### config.mk
export PLATFORM = sky130hd
export DESIGN_NAME = fifo_byte_unpacker_flat
export DESIGN_NICKNAME = d
export VERILOG_FILES = /design/src/rtl/fifo_byte_unpacker_pkg.sv /design/src/rtl/fifo_byte_unpacker_if.sv /design/src/rtl/word_prefetch_buf.sv /design/src/rtl/fifo_byte_unpacker.sv /design/src/flat_wrapper.sv
export SDC_FILE = /design/constraint.sdc
export NUM_CORES = 1
export LEC_CHECK = 0
export CORE_MARGIN = 4
export CORE_UTILIZATION = 55
export CTS_BUF_LIST = sky130_fd_sc_hd__clkbuf_2
export CTS_CLUSTER_SIZE = 14
export DETAILED_ROUTE_END_ITERATION = 16
export PLACE_DENSITY = 0.87
export SLEW_MARGIN = 40
export SYNTH_ARGS = -nofsm -noshare
export SYNTH_HDL_FRONTEND = slang
export SYNTH_SLANG_ARGS = --single-unit
### constraint.sdc
create_clock -name clk -period 6.5 [get_ports clk]
set_input_delay 1.3 -clock clk [delete_from_list [all_inputs] [get_ports clk]]
set_output_delay 1.3 -clock clk [all_outputs]
set_load 0.01 [all_outputs]
### src/rtl/fifo_byte_unpacker_pkg.sv
// Definitions shared by the byte unpacker slice: the FIFO word width and a clog2 helper
// used when sizing counters and pointers.
package fifo_byte_unpacker_pkg;

    localparam int FIFO_DATA_W = 32;

    function automatic int clog2(input int value);
        int result;
        int v;
        result = 0;
        v      = value - 1;
        while (v > 0) begin
            result++;
            v = v >> 1;
        end
        return result;
    endfunction

endpackage

### src/rtl/fifo_byte_unpacker_if.sv
// Bundles the FIFO first-word-fall-through read port and the byte-stream output handshake.
// The unpacker uses the master view; the FIFO/sink side uses the slave view.
interface fifo_byte_unpacker_if
    import fifo_byte_unpacker_pkg::*;
#(
    parameter int DATA_W = FIFO_DATA_W,
    parameter int OUT_W  = 8
);
    logic              fifoEmpty;
    logic [DATA_W-1:0] fifoData;
    logic              fifoREn;
    logic              mValid;
    logic              mReady;
    logic [OUT_W-1:0]  mData;
    logic              mFirst;
    logic              mLast;

    modport master (
        input  fifoEmpty, fifoData, mReady,
        output fifoREn, mValid, mData, mFirst, mLast
    );

    modport slave (
        output fifoEmpty, fifoData, mReady,
        input  fifoREn, mValid, mData, mFirst, mLast
    );
endinterface

### src/rtl/word_prefetch_buf.sv
// DEPTH x DATA_W circular word buffer: push at the tail, retire the head, expose head and
// occupancy. A clear returns it to empty without touching stored words.
module word_prefetch_buf
    import fifo_byte_unpacker_pkg::*;
#(
    parameter  int DATA_W = FIFO_DATA_W,
    parameter  int DEPTH  = 2,
    localparam int PTR_W  = (DEPTH > 1) ? clog2(DEPTH) : 1,
    localparam int CNT_W  = clog2(DEPTH + 1)
) (
    input  logic              clk,
    input  logic              rst_n,
    input  logic              i_clear,
    input  logic              i_push,
    input  logic [DATA_W-1:0] i_push_data,
    input  logic              i_pop,
    output logic [DATA_W-1:0] o_head,
    output logic [CNT_W-1:0]  o_count
);
    logic [DATA_W-1:0] r_mem [DEPTH];
    logic [PTR_W-1:0]  r_wr_ptr;
    logic [PTR_W-1:0]  r_rd_ptr;
    logic [CNT_W-1:0]  r_count;

    // NOTE: storage has no reset; occupancy alone decides which entries are meaningful.
    always_ff @(posedge clk) begin
        if (i_push) begin
            r_mem[r_wr_ptr] <= i_push_data;
        end
    end

    always_ff @(posedge clk) begin
        if (!rst_n || i_clear) begin
            r_wr_ptr <= '0;
            r_rd_ptr <= '0;
            r_count  <= '0;
        end else begin
            if (i_push) begin
                r_wr_ptr <= (r_wr_ptr == PTR_W'(DEPTH - 1)) ? '0 : r_wr_ptr + PTR_W'(1);
            end
            if (i_pop) begin
                r_rd_ptr <= (r_rd_ptr == PTR_W'(DEPTH - 1)) ? '0 : r_rd_ptr + PTR_W'(1);
            end
            case ({i_push, i_pop})
                2'b10:   r_count <= r_count + CNT_W'(1);
                2'b01:   r_count <= r_count - CNT_W'(1);
                default: r_count <= r_count;
            endcase
        end
    end

    assign o_head  = r_mem[r_rd_ptr];
    assign o_count = r_count;

    a_no_push_when_full: assert property (@(posedge clk) disable iff (!rst_n)
        !(i_push && (r_count == CNT_W'(DEPTH))));
    a_no_pop_when_empty: assert property (@(posedge clk) disable iff (!rst_n)
        !(i_pop && (r_count == '0)));

endmodule

### src/rtl/fifo_byte_unpacker.sv
// Pops words from an async FIFO read port into a small prefetch buffer and emits them as
// RATIO beats per word over a valid/ready stream, sustaining one beat per clock.
module fifo_byte_unpacker
    import fifo_byte_unpacker_pkg::*;
#(
    parameter int DATA_W    = FIFO_DATA_W,
    parameter int OUT_W     = 8,
    parameter int DEPTH     = 2,
    parameter bit LSB_FIRST = 1'b1
) (
    input  logic                 clk,
    input  logic                 rst_n,
    input  logic                 flush,
    fifo_byte_unpacker_if.master bus,
    output logic                 busy
);
    localparam int RATIO  = DATA_W / OUT_W;
    localparam int BEAT_W = (RATIO > 1) ? clog2(RATIO) : 1;
    localparam int CNT_W  = clog2(DEPTH + 1);

    logic [BEAT_W-1:0] r_beat_idx;
    logic [BEAT_W-1:0] w_beat_sel;
    logic [DATA_W-1:0] w_head;
    logic [CNT_W-1:0]  w_count;
    logic              w_has_word;
    logic              w_valid;
    logic              w_pop_fifo;
    logic              w_last_beat;
    logic              w_xfer;
    logic              w_retire;

    assign w_has_word  = (w_count != '0);
    assign w_valid     = rst_n & w_has_word;
    assign w_pop_fifo  = rst_n & ~flush & ~bus.fifoEmpty & (w_count < CNT_W'(DEPTH));
    assign w_last_beat = (r_beat_idx == BEAT_W'(RATIO - 1));
    // Beats offered during a flush are discarded, so they never advance the word.
    assign w_xfer      = w_valid & bus.mReady & ~flush;
    assign w_retire    = w_xfer & w_last_beat;

    word_prefetch_buf #(
        .DATA_W (DATA_W),
        .DEPTH  (DEPTH)
    ) u_buf (
        .clk         (clk),
        .rst_n       (rst_n),
        .i_clear     (flush),
        .i_push      (w_pop_fifo),
        .i_push_data (bus.fifoData),
        .i_pop       (w_retire),
        .o_head      (w_head),
        .o_count     (w_count)
    );

    // NOTE: state updates use non-blocking assignments so every flop sees pre-edge values.
    always_ff @(posedge clk) begin
        if (!rst_n || flush) begin
            r_beat_idx <= '0;
        end else if (w_xfer) begin
            r_beat_idx <= w_last_beat ? '0 : r_beat_idx + BEAT_W'(1);
        end
    end

    assign w_beat_sel  = LSB_FIRST ? r_beat_idx : BEAT_W'(RATIO - 1) - r_beat_idx;

    assign bus.fifoREn = w_pop_fifo;
    assign bus.mValid  = w_valid;
    assign bus.mData   = w_valid ? w_head[int'(w_beat_sel)*OUT_W +: OUT_W] : '0;
    assign bus.mFirst  = w_valid & (r_beat_idx == '0);
    assign bus.mLast   = w_valid & w_last_beat;
    assign busy        = rst_n & (w_has_word | w_pop_fifo);

endmodule
### src/flat_wrapper.sv
// flat-port wrapper written by rule: the top's interface ports become plain ports
module fifo_byte_unpacker_flat import fifo_byte_unpacker_pkg::*;
#(
    parameter int DATA_W    = FIFO_DATA_W,
    parameter int OUT_W     = 8,
    parameter int DEPTH     = 2,
    parameter bit LSB_FIRST = 1'b1
)
  (clk, rst_n, flush, busy, bus_fifoEmpty, bus_fifoData, bus_mReady, bus_fifoREn, bus_mValid, bus_mData, bus_mFirst, bus_mLast);
  fifo_byte_unpacker_if #(.DATA_W(DATA_W), .OUT_W(OUT_W)) bus_i ();
  input  logic clk;
  input  logic rst_n;
  input  logic flush;
  output logic busy;
  input wire logic [$bits(bus_i.fifoEmpty)-1:0] bus_fifoEmpty;
  input wire logic [$bits(bus_i.fifoData)-1:0] bus_fifoData;
  input wire logic [$bits(bus_i.mReady)-1:0] bus_mReady;
  output wire logic [$bits(bus_i.fifoREn)-1:0] bus_fifoREn;
  output wire logic [$bits(bus_i.mValid)-1:0] bus_mValid;
  output wire logic [$bits(bus_i.mData)-1:0] bus_mData;
  output wire logic [$bits(bus_i.mFirst)-1:0] bus_mFirst;
  output wire logic [$bits(bus_i.mLast)-1:0] bus_mLast;
  assign bus_i.fifoEmpty = bus_fifoEmpty;
  assign bus_i.fifoData = bus_fifoData;
  assign bus_i.mReady = bus_mReady;
  assign bus_fifoREn = bus_i.fifoREn;
  assign bus_mValid = bus_i.mValid;
  assign bus_mData = bus_i.mData;
  assign bus_mFirst = bus_i.mFirst;
  assign bus_mLast = bus_i.mLast;
  fifo_byte_unpacker #(.DATA_W(DATA_W), .OUT_W(OUT_W), .DEPTH(DEPTH), .LSB_FIRST(LSB_FIRST)) u_core (.clk(clk), .rst_n(rst_n), .flush(flush), .bus(bus_i), .busy(busy));
endmodule
Word-level counts from Yosys, hierarchy flattened
Memories as Yosys holds them, arrays and structs flattened. A register that Yosys moved wholly into a read port is not among the register bits.
Cells that the tools add are included.
W data, S select, Z words.
{ "op_classes": {"n_addsub": 5, "order_cmp": 1, "n_eq_ne": 3, "shifts": 1, "mux": 9, "bitwise": 13, "reduce_logical": 5} }
{ "ops": {"columns": ["cell", "count"], "rows": [
  ["$shiftx A32 B6 Y8", 1],
  ["$and A1 B1 Y1", 10],
  ["$mux W8", 1],
  ["$mux W1", 6],
  ["$add A2 B1 Y2 const B", 2],
  ["$eq A2 B2 Y1 const B", 2],
  ["$pmux W2 S2", 1],
  ["$reduce_bool A2 Y1", 2],
  ["$add A1 B1 Y1 const B", 2],
  ["$eq A2 B1 Y1 const B", 1],
  ["$logic_not A2 Y1", 1],
  ["$lt A2 B2 Y1 const B", 1],
  ["$mux W2", 1],
  ["$not A1 Y1", 2],
  ["$sub A2 B1 Y2 const B", 1],
  ["$logic_not A1 Y1", 1],
  ["$logic_or A1 B1 Y1", 1],
  ["$or A1 B1 Y1", 1]
]} }
{ "totals": {"register_bits": 6, "ram_bits": 64, "in_bits": 37, "out_inout_bits": 13, "elab_cells": 42, "mem_count": 1} }
{ "mem_list": {"columns": ["memory", "words", "word_bits", "read_ports", "rd_ports_with_merged_regs", "write_ports", "line_no", "rtl"], "rows": [
  ["u_core.u_buf.r_mem", 2, 32, 1, 1, 1, "word_prefetch_buf.sv:20", "logic [DATA_W-1:0] r_mem [DEPTH];"]
]} }

Longest topological paths before layout
Gate-level depths: netlist of run 1.
{ "depth": {"depth_word": 7, "ltp_mapped": 7, "mapped_depth_nobuf": 7} }

Modules after synthesis
From an unflattened synthesis of run 1, not the netlist that was laid out.
{ "unflattened": {"cells_unflattened": 161, "area_unflattened_um2": 2944.1} }
{ "modules_own_cells": {"columns": ["module", "n_inst", "cells_per_inst", "area_each_um2", "seq_area_each_um2"], "rows": [
  ["word_prefetch_buf", 1, 121, 2508.7, 2021.9],
  ["fifo_byte_unpacker", 1, 40, 435.4, 40.0]
]} }

Worst setup path after synthesis of run 1
OpenSTA, ideal clock, no wires.
{ "synth_timing": {"kind": "input-to-reg", "startpoint": "input flush", "endpoint": "memory u_core.u_buf.r_mem[0][0] (netlist name), enable pin", "setup_time_ns": 0.421, "t_arrival_ns": 3.280, "required_ns": 6.079, "slack_ns": 2.799, "cell_stages": 4, "n_path_buf": 1, "cell_sequence": "nand2b_1 buf_6 or3_4 nor2_1"} }
{ "synth_via": {"elab_chain_len": 6} }
{ "synth_rtl": {"columns": ["item", "line_no", "rtl"], "rows": [
  ["start, declared", "flat_wrapper.sv:13", "input logic flush;"],
  ["$not A1 Y1", "fifo_byte_unpacker.sv:34", "assign w_pop_fifo = rst_n & ~flush & ~bus.fifoEmpty & (w_count < CNT_W'(DEPTH));"],
  ["$and A1 B1 Y1 (3 in series)", "fifo_byte_unpacker.sv:34", null],
  ["$mux W1", "word_prefetch_buf.sv:27", "if (i_push) begin"],
  ["$mux W1 (implied by the code)", "word_prefetch_buf.sv:28", "r_mem[r_wr_ptr] <= i_push_data;"],
  ["end, declared", "word_prefetch_buf.sv:20", null]
]} }
Every way passes these cells.

Worst setup path after layout of run 1
{ "layout_timing": {"startpoint": "input rst_n", "endpoint": "output bus_fifoREn"} }
{ "layout_via": {"elab_chain_len": 3} }
{ "layout_rtl": {"columns": ["item", "line_no", "rtl"], "rows": [
  ["start, declared", "flat_wrapper.sv:12", "input logic rst_n;"],
  ["$and A1 B1 Y1 (3 in series)", "fifo_byte_unpacker.sv:34", null],
  ["end, declared", "flat_wrapper.sv:18", "output wire logic [$bits(bus_i.fifoREn)-1:0] bus_fifoREn;"]
]} }
Every way passes these cells.

==> out/qor.txt, run 1 <==
Worst Hold Class: register to register
GRT Total Usage: 0.176
Combinational group share of total power: 0.052
CP Launch Type: input pin
Post-Syn Area: 2850 µm²
Clk Latency, worst-skew pair: 0.47 ns
Yosys cell types: 26
PortBufs: 49
Share of layout cells above drive strength 1: 0.0909
Final hold violation count: 0
Critical path arrival: 3.02 ns
First-pass GRT wire length: 8110 µm
CTS clk-pin slew, worst paths: 0.17 ns
FILL cells: 334
Largest net degree at the start of global routing: 33
Initial antenna violation count: 0
Final Skew: 0.00541 ns
RSZ-0062 raised after global routing: false
Flop pwr share: 0.651
Reg area: 2070 µm²
Reg2Reg Setup Slack: 4.72 ns
Psw: 159 µW
Mean Syn Cell Area: 16.4 µm²
Clock tree buffer depth: 2
Sequential-to-total area share from yosys stat: 0.725
Die Y-Extent: 79.9 µm
Synth top area share: 0.675
Total inserted antenna cells: 0
Crit path required time: 5.20 ns
Worst relative slew slack: 0.517
Final Setup Violations: 0
Hold path depth: 2
CP Max Fanout: 10
Hold Buf Count CTS: 0
Crit Path Class: input pin to primary output
Max VDD drop: 0.000185 V
Core ar.: 4880 µm²
Post-Route WL: 5200 µm
Vias: 1625
TritonRoute pass-1 iters: 4
CTS Root Buffer Type: clkbuf_2
Post-synth net total: 213
Number of max-cap violations: 0
Switching Fraction: 0.205
Drt drc: 0
GP Congestion: 0.757
Worst Tran Pin Value: 0.723 ns
Synth Warn #: 0
DIE AREA: 6390 µm²
Gate Count Post-Synth: 173
Largest area contributor in the netlist: edfxtp_1
Antenna-violating nets left: 0
Rows: 25
Worst r2r dst: u_core.u_buf.o_count[1]
DP HPWL: 3500 µm
Fin crit period: 4.32 ns
Final net count: 266
Worst setup endpoint: bus_fifoREn
TritonCTS Sinks: 71
Max Clk Rate: 232 MHz
Total CTS buffers: 9
Power per cell area: 223 nW/µm²
Dominant cells by area after synthesis: edfxtp_1 (68%), mux2i_1 (12%), dfxtp_1 (4.9%)
Reg-to-reg startpoint: u_core.r_beat_idx[0]
Initial cell density of the core: 0.583
Max Slew Vio Count: 0
Avg Vias per Cell: 5.45
Clk pwr share: 0.297
Area taken by multi-input logic gates: 719 µm²
Setup_tns: 0 ns
IO Count: 50
Static Leak: 0.00113 µW
#FFs+latches synth: 71
Die width: 79.9 µm
GR Overflow Total: 0
Routed length per instance: 17.4 µm
Internal power: 619 µW
Setup bufs post-CTS: 0
Post-cts sizing count: 0
H-tree depth: 3
TritonCTS clock tree: yes
Outcome: complete, no violations
Period Utilization, post-route: 0.664
Number of global-route vias before repair: 1741
Setup crit start: rst_n
Crit end category: primary output
Iter 0 DRT Violations: 112
Worst Reg-to-Reg Cells: 6
Final Util: 0.715
Synthesis-to-layout area growth: 22.7%
==> final cells by class <==
class	instances	share of cell area
Tap cell	67	0.0240
Multi-Input combinational cell	90	0.206
Sequential cell	71	0.592
Timing Repair Buffer	51	0.145
Clock inverter	5	0.0140
Inverter	3	0.00358
Clock buffer	11	0.0158
==> how the worst min path moves through the flow <==
stage / start / endpoint
final: u_core.u_buf.r_rd_ptr / u_core.u_buf.r_rd_ptr
after global placement: u_core.u_buf.r_rd_ptr / u_core.u_buf.r_rd_ptr
after floorplan: u_core.u_buf.r_rd_ptr / register
after global routing: u_core.u_buf.r_rd_ptr / u_core.u_buf.r_rd_ptr
after CTS: u_core.u_buf.r_rd_ptr / u_core.u_buf.r_rd_ptr
after detailed placement: u_core.u_buf.r_rd_ptr / u_core.u_buf.r_rd_ptr
==> cells by family after synthesis <==
group,synth area share
DFF,0.725
muxes,0.116
and+or+nand+nor,0.0532
AOI/OAI and AO/OA,0.0572
buffers and inverters,0.0233
xor gates and xnor gates,0.0123
adders and majority gates,0.0132
==> through the flow <==
stage          instances  setup WS (ns)  power [µW]  hold WS (ns)  cell area, µm²
5_1_grt              298           2.08         806         0.574            3490
6_report             298           2.18         778         0.534            3490
3_3_place_gp         282           2.22         556         0.494            3380
4_1_cts              298           2.17         782         0.541            3490
3_5_place_dp         282           2.16         557         0.504            3390
2_1_floorplan        173           2.80         528         0.472            2850
==> power groups by stage <==
stage	clock network, µW	registers (µW)	logic (µW)
after global placement	0	516	39.3
after detailed placement	0	516	40.8
after floorplan	0	517	11.2
final	231	506	40.7
after CTS	235	506	40.9
after global routing	256	507	43.6
==> cell usage after synthesis (all sizes together) <==
| cell | number |
|---|---|
| nand2b | 1 |
| or3 | 3 |
| and3 | 8 |
| inv | 2 |
| dfxtp | 7 |
| mux2i | 33 |
| edfxtp | 64 |
| ha | 3 |
| and2 | 4 |
| o21ai | 2 |
| nor2b | 2 |
| o21bai | 1 |
| buf | 5 |
| clkbuf | 4 |
| o211ai | 1 |
| o21a | 1 |
| a21oi | 2 |
| a22oi | 16 |
| clkinv | 1 |
| xor2 | 2 |
| nand2 | 1 |
| xnor2 | 2 |
| nor2 | 8 |
==> sequential cells by signal, summed over array words and instances (netlist names), named ones only <==
signal / cells
u_core.u_buf.o_count: 2
u_core.u_buf.r_rd_ptr: 1
u_core.u_buf.r_mem: 64
u_core.u_buf.r_wr_ptr: 1
u_core.r_beat_idx: 2
==> layout by cell type, fill, tap and decap left out, drive strengths merged <==
master,n
o211ai,1
ha,3
nor2,8
bufinv,1
inv,2
and2,4
o21bai,1
a22oi,16
dfxtp,7
nand2,1
clkinv,5
nand2b,1
mux2i,33
buf,2
edfxtp,64
xnor2,2
nor2b,2
or3,3
and3,8
xor2,2
clkbuf,11
a21oi,2
clkdlybuf4s50,49
o21a,1
o21ai,2
==> metal layers <==
| metal | vias to the layer above | track usage | share of wire |
|---|---|---|---|
| met5 | - | 0 | 0 |
| met4 | 0 | 0.0811 | 0.015 |
| met3 | 9 | 0.0519 | 0.077 |
| met2 | 64 | 0.307 | 0.52 |
| met1 | 777 | 0.195 | 0.39 |
| li1 | 775 | - | - |
==> worst max-delay path, stage by stage <==
cell and delay (ns):
clkdlybuf4s50_1 0.48, nand2b_1 0.22, or3_4 0.42, clkinv_2 0.07, clkdlybuf4s50_1 0.53
No activity file was read; power rests on OpenSTA's default activity.
==> run 2: changes to the inputs <==
--- a/config.mk
+++ b/config.mk
@@ -6,11 +6,11 @@
 export NUM_CORES = 1
 export LEC_CHECK = 0
 export CORE_MARGIN = 4
-export CORE_UTILIZATION = 55
+export CORE_UTILIZATION = 54
 export CTS_BUF_LIST = sky130_fd_sc_hd__clkbuf_2
 export CTS_CLUSTER_SIZE = 14
 export DETAILED_ROUTE_END_ITERATION = 16
-export PLACE_DENSITY = 0.87
+export PLACE_DENSITY = 0.85
 export SLEW_MARGIN = 40
 export SYNTH_ARGS = -nofsm -noshare
 export SYNTH_HDL_FRONTEND = slang
==> constraint.sdc (replaced) <==
create_clock -name clk -period 4.05 [get_ports clk]
set_input_delay 0.81 -clock clk [delete_from_list [all_inputs] [get_ports clk]]
set_output_delay 0.81 -clock clk [all_outputs]
set_load 0.01 [all_outputs]
==> out/qor.txt, run 2 (same netlist as run 1, synthesis figures left out) <==
Total CTS buffers: 9 (unchanged)
TritonCTS Sinks: 71 (unchanged)
Worst r2r dst: u_core.u_buf.r_mem[1][0]
Synthesis-to-layout area growth: 22.3%
Pwr Total: 1170 µW (+50%)
Switching Fraction: 0.204 (-0.00106)
Setup bufs post-CTS: 0 (unchanged)
Total inserted antenna cells: 0 (unchanged)
Final Skew: 0.0286 ns (+0.0232 ns)
PortBufs: 49 (unchanged)
Initial antenna violation count: 0 (unchanged)
CP Launch Type: register
Critical path arrival: 2.60 ns (-0.42 ns)
Psw: 238 µW (+50%)
Combinational group share of total power: 0.055 (+0.003)
Crit-path cells: buf_4 > mux2i_1 > a22oi_1 > and3_1 > clkdlybuf4s50_1
Rows: 26 (+4.0%)
GR Overflow Total: 0 (unchanged)
Final hold violation count: 0 (unchanged)
WHS: 0.546 ns (+0.0113 ns)
Worst Hold Class: register to register
Hold Buf Count CTS: 0 (unchanged)
Crit Path Class: register to primary output
Iter 0 DRT Violations: 119 (+6.3%)
Final Util: 0.681 (-0.0343)
Antenna-violating nets left: 0 (unchanged)
Static Leak: 0.00112 µW (-0.57%)
Setup_tns: 0 ns (unchanged)
RSZ-0062 raised after global routing: false
Post-cts sizing count: 0 (unchanged)
Crit end category: primary output
Die width: 80.6 µm (+0.83%)
CP top delay family: buffers and inverters
Internal power: 932 µW (+51%)
IO Count: 50 (unchanged)
Max Clk Rate: 293 MHz
Crit path depth: 5 (unchanged)
FILL cells: 374 (+12%)
GP Congestion: 0.741 (-2.2%)
Reg2Reg Setup Slack: 2.28 ns (-2.44 ns)
Max Slew Vio Count: 0 (unchanged)
Final net count: 268 (+0.75%)
DP HPWL: 3260 µm (-6.8%)
Vias: 1621 (-0.25%)
Die Y-Extent: 80.6 µm (+0.83%)
CP bufs+invs: 2 (-1)
Routed length per instance: 16.3 µm (-6.7%)
Worst setup endpoint: bus_mData[6]
CP Max Fanout: 18 (+8)
Core ar.: 5110 µm² (+4.7%)
Largest net degree at the start of global routing: 33 (unchanged)
Clk pwr share: 0.250 (-0.047)
Fin crit period: 3.41 ns
Crit path required time: 3.24 ns (-1.96 ns)
Share of layout cells above drive strength 1: 0.0858 (-0.00507)
TritonCTS clock tree: yes
Worst Tran Pin Value: 0.753 ns (+0.0295 ns)
CTS Root Buffer Type: clkbuf_2
Period Utilization, post-route: 0.842
Flop pwr share: 0.695 (+0.044)
Worst relative slew slack: 0.497 (-0.0197)
Setup WS pre-CTS: 0.716 ns (-1.45 ns)
Post-Route WL: 4930 µm (-5.1%)
Most frequent cells in the layout: edfxtp_1 (64), clkdlybuf4s50_1 (49), mux2i_1 (33), a22oi_1 (16), clkbuf_2 (12)
H-tree depth: 3 (unchanged)
TritonRoute pass-1 iters: 4 (unchanged)
Clock tree buffer depth: 2 (unchanged)
Worst Reg-to-Reg Cells: 4 (-2)
GRT Total Usage: 0.165 (-0.0103)
Final Setup Violations: 0 (unchanged)
CTS clk-pin slew, worst paths: 0.17 ns (about the same)
DIE AREA: 6490 µm² (+1.7%)
Number of flip-flops under the largest register name: 64 (unchanged)
Avg Vias per Cell: 5.35 (-1.9%)
Outcome: complete, no violations
Critical path's slowest cell: dfxtp_2
Clk Latency, worst-skew pair: 0.47 ns (about the same)
Slowest Stage Delay on Critical Path: 0.72 ns (+0.19 ns)
Power per cell area: 336 nW/µm² (+51%)
First-pass GRT wire length: 7560 µm (-6.7%)
Reg-to-reg startpoint: u_core.u_buf.o_count[1]
Number of max-cap violations: 0 (unchanged)
Initial cell density of the core: 0.557 (-0.0260)
Register with the most flip-flops: u_core.u_buf.r_mem
Drt drc: 0 (unchanged)
Number of global-route vias before repair: 1638 (-5.9%)
Max VDD drop: 0.000220 V (+19%)
Commonest non-fill, non-tap cell in the layout: edfxtp_1
Final WS setup: 0.640 ns (-1.54 ns)
==> run 2: changes by cell type in the layout (fill, tap and decap cells not counted), sizes merged <==
cell | before | now
bufinv | 1 | 0
buf | 2 | 4
clkbuf | 11 | 12
==> run 2: through the flow <==
stage | instances | instance area (µm²)
finish | 303 | 3480
global route | 303 | 3480
CTS | 303 | 3480
detailed placement | 287 | 3400
global placement | 287 | 3400
floorplan | 173 | 2850
==> run 2: area by class of cell <==
class                           count  area, µm²  area share
Timing Repair Buffer               53        520       0.150
Inverter                            3       12.5     0.00360
Clock buffer                       12       60.1      0.0173
Tap cell                           70       87.6      0.0252
Sequential cell                    71       2060       0.593
Multi-Input combinational cell     90        719       0.207
Clock inverter                      4       15.0     0.00432
==> run 2: worst min-delay path by stage <==
stage / start / end / slack, ns / cells after the start
2_1_floorplan: u_core.u_buf.r_rd_ptr / register / 0.47 / 2
3_3_place_gp: u_core.u_buf.r_rd_ptr / register / 0.49 / 2
3_5_place_dp: u_core.u_buf.r_rd_ptr / u_core.u_buf.r_rd_ptr / 0.51 / 2
4_1_cts: u_core.u_buf.r_rd_ptr / u_core.u_buf.r_rd_ptr / 0.55 / 2
5_1_grt: u_core.u_buf.r_rd_ptr / u_core.u_buf.r_rd_ptr / 0.56 / 2
6_report: u_core.u_buf.r_rd_ptr / u_core.u_buf.r_rd_ptr / 0.55 / 2
==> run 2: metal layers <==
metal / vias to the layer above / wire (µm) / GRT usage
met4: 0 / 44 / 0.0608
met1: 780 / 1990 / 0.188
met3: 5 / 392 / 0.0628
met2: 55 / 2500 / 0.282
li1: 781 / - / -
met5: - / 0 / 0
==> run 2: power groups by stage <==
stage                     registers, µW  clock network [µW]  logic, µW
after floorplan                     829                   0       18.1
after global placement              829                   0       63.4
after detailed placement            829                   0       65.3
after CTS                           813                 303       65.7
after global routing                814                 339       69.6
final                               813                 293       64.9
==> run 2: worst reg2reg max path, stage by stage (launching register included) <==
cell	delay, ns
dfxtp_1	0.39
or3_4	0.42
clkinv_2	0.07
and2_1	0.13
buf_4	0.38
==> run 3: changes to the inputs <==
==> constraint.sdc (replaced) <==
create_clock -name clk -period 3.5 [get_ports clk]
set_input_delay 0.7 -clock clk [delete_from_list [all_inputs] [get_ports clk]]
set_output_delay 0.7 -clock clk [all_outputs]
set_load 0.01 [all_outputs]
==> out/qor.txt, run 3 (same netlist as run 1, synthesis figures left out) <==
Worst Tran Pin Value: 0.774 ns (+0.0210 ns)
Core ar.: 5110 µm² (unchanged)
Flop pwr share: 0.619 (-0.076)
Power per cell area: 429 nW/µm² (+27%)
GP Congestion: 0.741 (about the same)
GR Overflow Total: 0 (unchanged)
Rows: 26 (unchanged)
Total CTS buffers: 9 (unchanged)
CTS clk-pin slew, worst paths: 0.20 ns (+0.03 ns)
Initial cell density of the core: 0.557 (unchanged)
Post-cts sizing count: 0 (unchanged)
IO Count: 50 (unchanged)
Clock tree buffer depth: 2 (unchanged)
Iter 0 DRT Violations: 98 (-18%)
Routed length per instance: 16.9 µm (+4.0%)
Most frequent cells in the layout: edfxtp_1 (64), clkdlybuf4s50_1 (49), mux2i_1 (33), a22oi_1 (16), clkbuf_2 (11)
GRT Total Usage: 0.172 (+0.00645)
CP Max Fanout: 18 (unchanged)
Final Non-Filler Cells: 303 (unchanged)
Clk pwr share: 0.331 (+0.081)
TritonRoute pass-1 iters: 4 (unchanged)
Max Slew Vio Count: 0 (unchanged)
Max VDD drop: 0.000488 V (+120%)
Avg Vias per Cell: 5.41 (+1.2%)
Switching Fraction: 0.195 (-0.00863)
Number of global-route vias before repair: 1701 (+3.8%)
Clk Latency, worst-skew pair: 0.49 ns (+0.02 ns)
Max Clk Rate: 314 MHz
Initial antenna violation count: 0 (unchanged)
Period Utilization, post-route: 0.909
Antenna-violating nets left: 0 (unchanged)
Final Setup Violations: 0 (unchanged)
Final net count: 268 (unchanged)
Fin crit period: 3.18 ns
Outcome: complete, no violations
Final WS setup: 0.320 ns (-0.321 ns)
Drt drc: 0 (unchanged)
Total inserted antenna cells: 0 (unchanged)
Post-Route WL: 5130 µm (+4.0%)
Register with the most flip-flops: u_core.u_buf.r_mem
DIE AREA: 6490 µm² (unchanged)
Share of layout cells above drive strength 1: 0.0987 (+0.0129)
Worst relative slew slack: 0.483 (-0.0141)
Setup bufs post-CTS: 0 (unchanged)
Number of max-cap violations: 0 (unchanged)
Largest net degree at the start of global routing: 33 (unchanged)
Setup_tns: 0 ns (unchanged)
Setup WS pre-CTS: 0.412 ns (-0.304 ns)
TritonCTS clock tree: yes
DP Cell Count: 287 (unchanged)
First-pass GRT wire length: 7790 µm (+3.0%)
Psw: 296 µW (+24%)
Number of flip-flops under the largest register name: 64 (unchanged)
Die width: 80.6 µm (unchanged)
Crit path required time: 2.80 ns (-0.44 ns)
Combinational group share of total power: 0.051 (-0.004)
PortBufs: 49 (unchanged)
TritonCTS Sinks: 71 (unchanged)
Synthesis-to-layout area growth: 24.6%
CP Launch Type: register
H-tree depth: 3 (unchanged)
Worst Hold Class: register to register
Vias: 1640 (+1.2%)
Crit Path Class: register to primary output
Die Y-Extent: 80.6 µm (unchanged)
Final hold violation count: 0 (unchanged)
Static Leak: 0.00115 µW (+2.6%)
RSZ-0062 raised after global routing: false
Final Skew: 0.0307 ns (+0.00212 ns)
WHS: 0.551 ns (+0.00587 ns)
DP HPWL: 3420 µm (+4.8%)
Internal power: 1220 µW (+31%)
Final Util: 0.694 (+0.0130)
Hold Buf Count CTS: 0 (unchanged)
Crit end category: primary output
Critical path arrival: 2.48 ns (-0.12 ns)
Commonest non-fill, non-tap cell in the layout: edfxtp_1
CTS Root Buffer Type: clkbuf_2
-- run 3: cell count changes in the layout (fill, tap and decap cells not counted) --
cell | previous run | this run
buf_12 | 0 | 1
clkbuf_2 | 12 | 11
clkinv_1 | 4 | 1
bufinv_16 | 0 | 2
clkinv_2 | 1 | 3
buf_4 | 4 | 3
-- run 3: through the flow --
stage               power, µW  area, µm²
global placement         1030       3420
global route             1590       3540
floorplan                 980       2850
detailed placement       1040       3420
CTS                      1530       3540
finish                   1520       3540
-- run 3: cell type report --
cell class	instances	area (µm²)
timing repair buffer	53	533
clock buffer	11	55.1
clock inverter	5	73.8
sequential	71	2060
inverter	3	12.5
multi-input combinational	90	719
tap	70	87.6
fill	367	1560
-- run 3: power by group through the flow --
stage | Clock [µW] | Combinational [µW] | Sequential (µW)
after CTS | 512 | 77.5 | 941
final | 503 | 76.8 | 941
after floorplan | 0 | 20.9 | 960
after detailed placement | 0 | 77.2 | 960
after global routing | 564 | 81.8 | 942
after global placement | 0 | 74.5 | 959
-- run 3: worst max-delay path, stage by stage (launching register included) --
cell and delay [ns]:
dfxtp_2 0.68, buf_12 0.25, mux2i_1 0.24, a22oi_1 0.12
and3_1 0.22, clkdlybuf4s50_1 0.47
-- run 3: metal layers --
metal	part of all wire	up-vias	GRT usage	wire length, µm
li1	-	781	-	-
met1	0.41	794	0.195	2090
met2	0.51	57	0.295	2600
met3	0.071	8	0.0617	364
met4	0.014	0	0.0659	70
met5	0	-	0	0
-- run 3: final timing paths --
kind	startpoint	to	slack (ns)	cells past startpoint
min reg2reg	u_core.u_buf.r_rd_ptr	register	0.55	2
max reg2reg	u_core.r_beat_idx[0]	u_core.u_buf.o_count[1]	1.73	6
max	register	bus_mData[4]	0.32	5
min	u_core.u_buf.r_rd_ptr	register	0.55	2
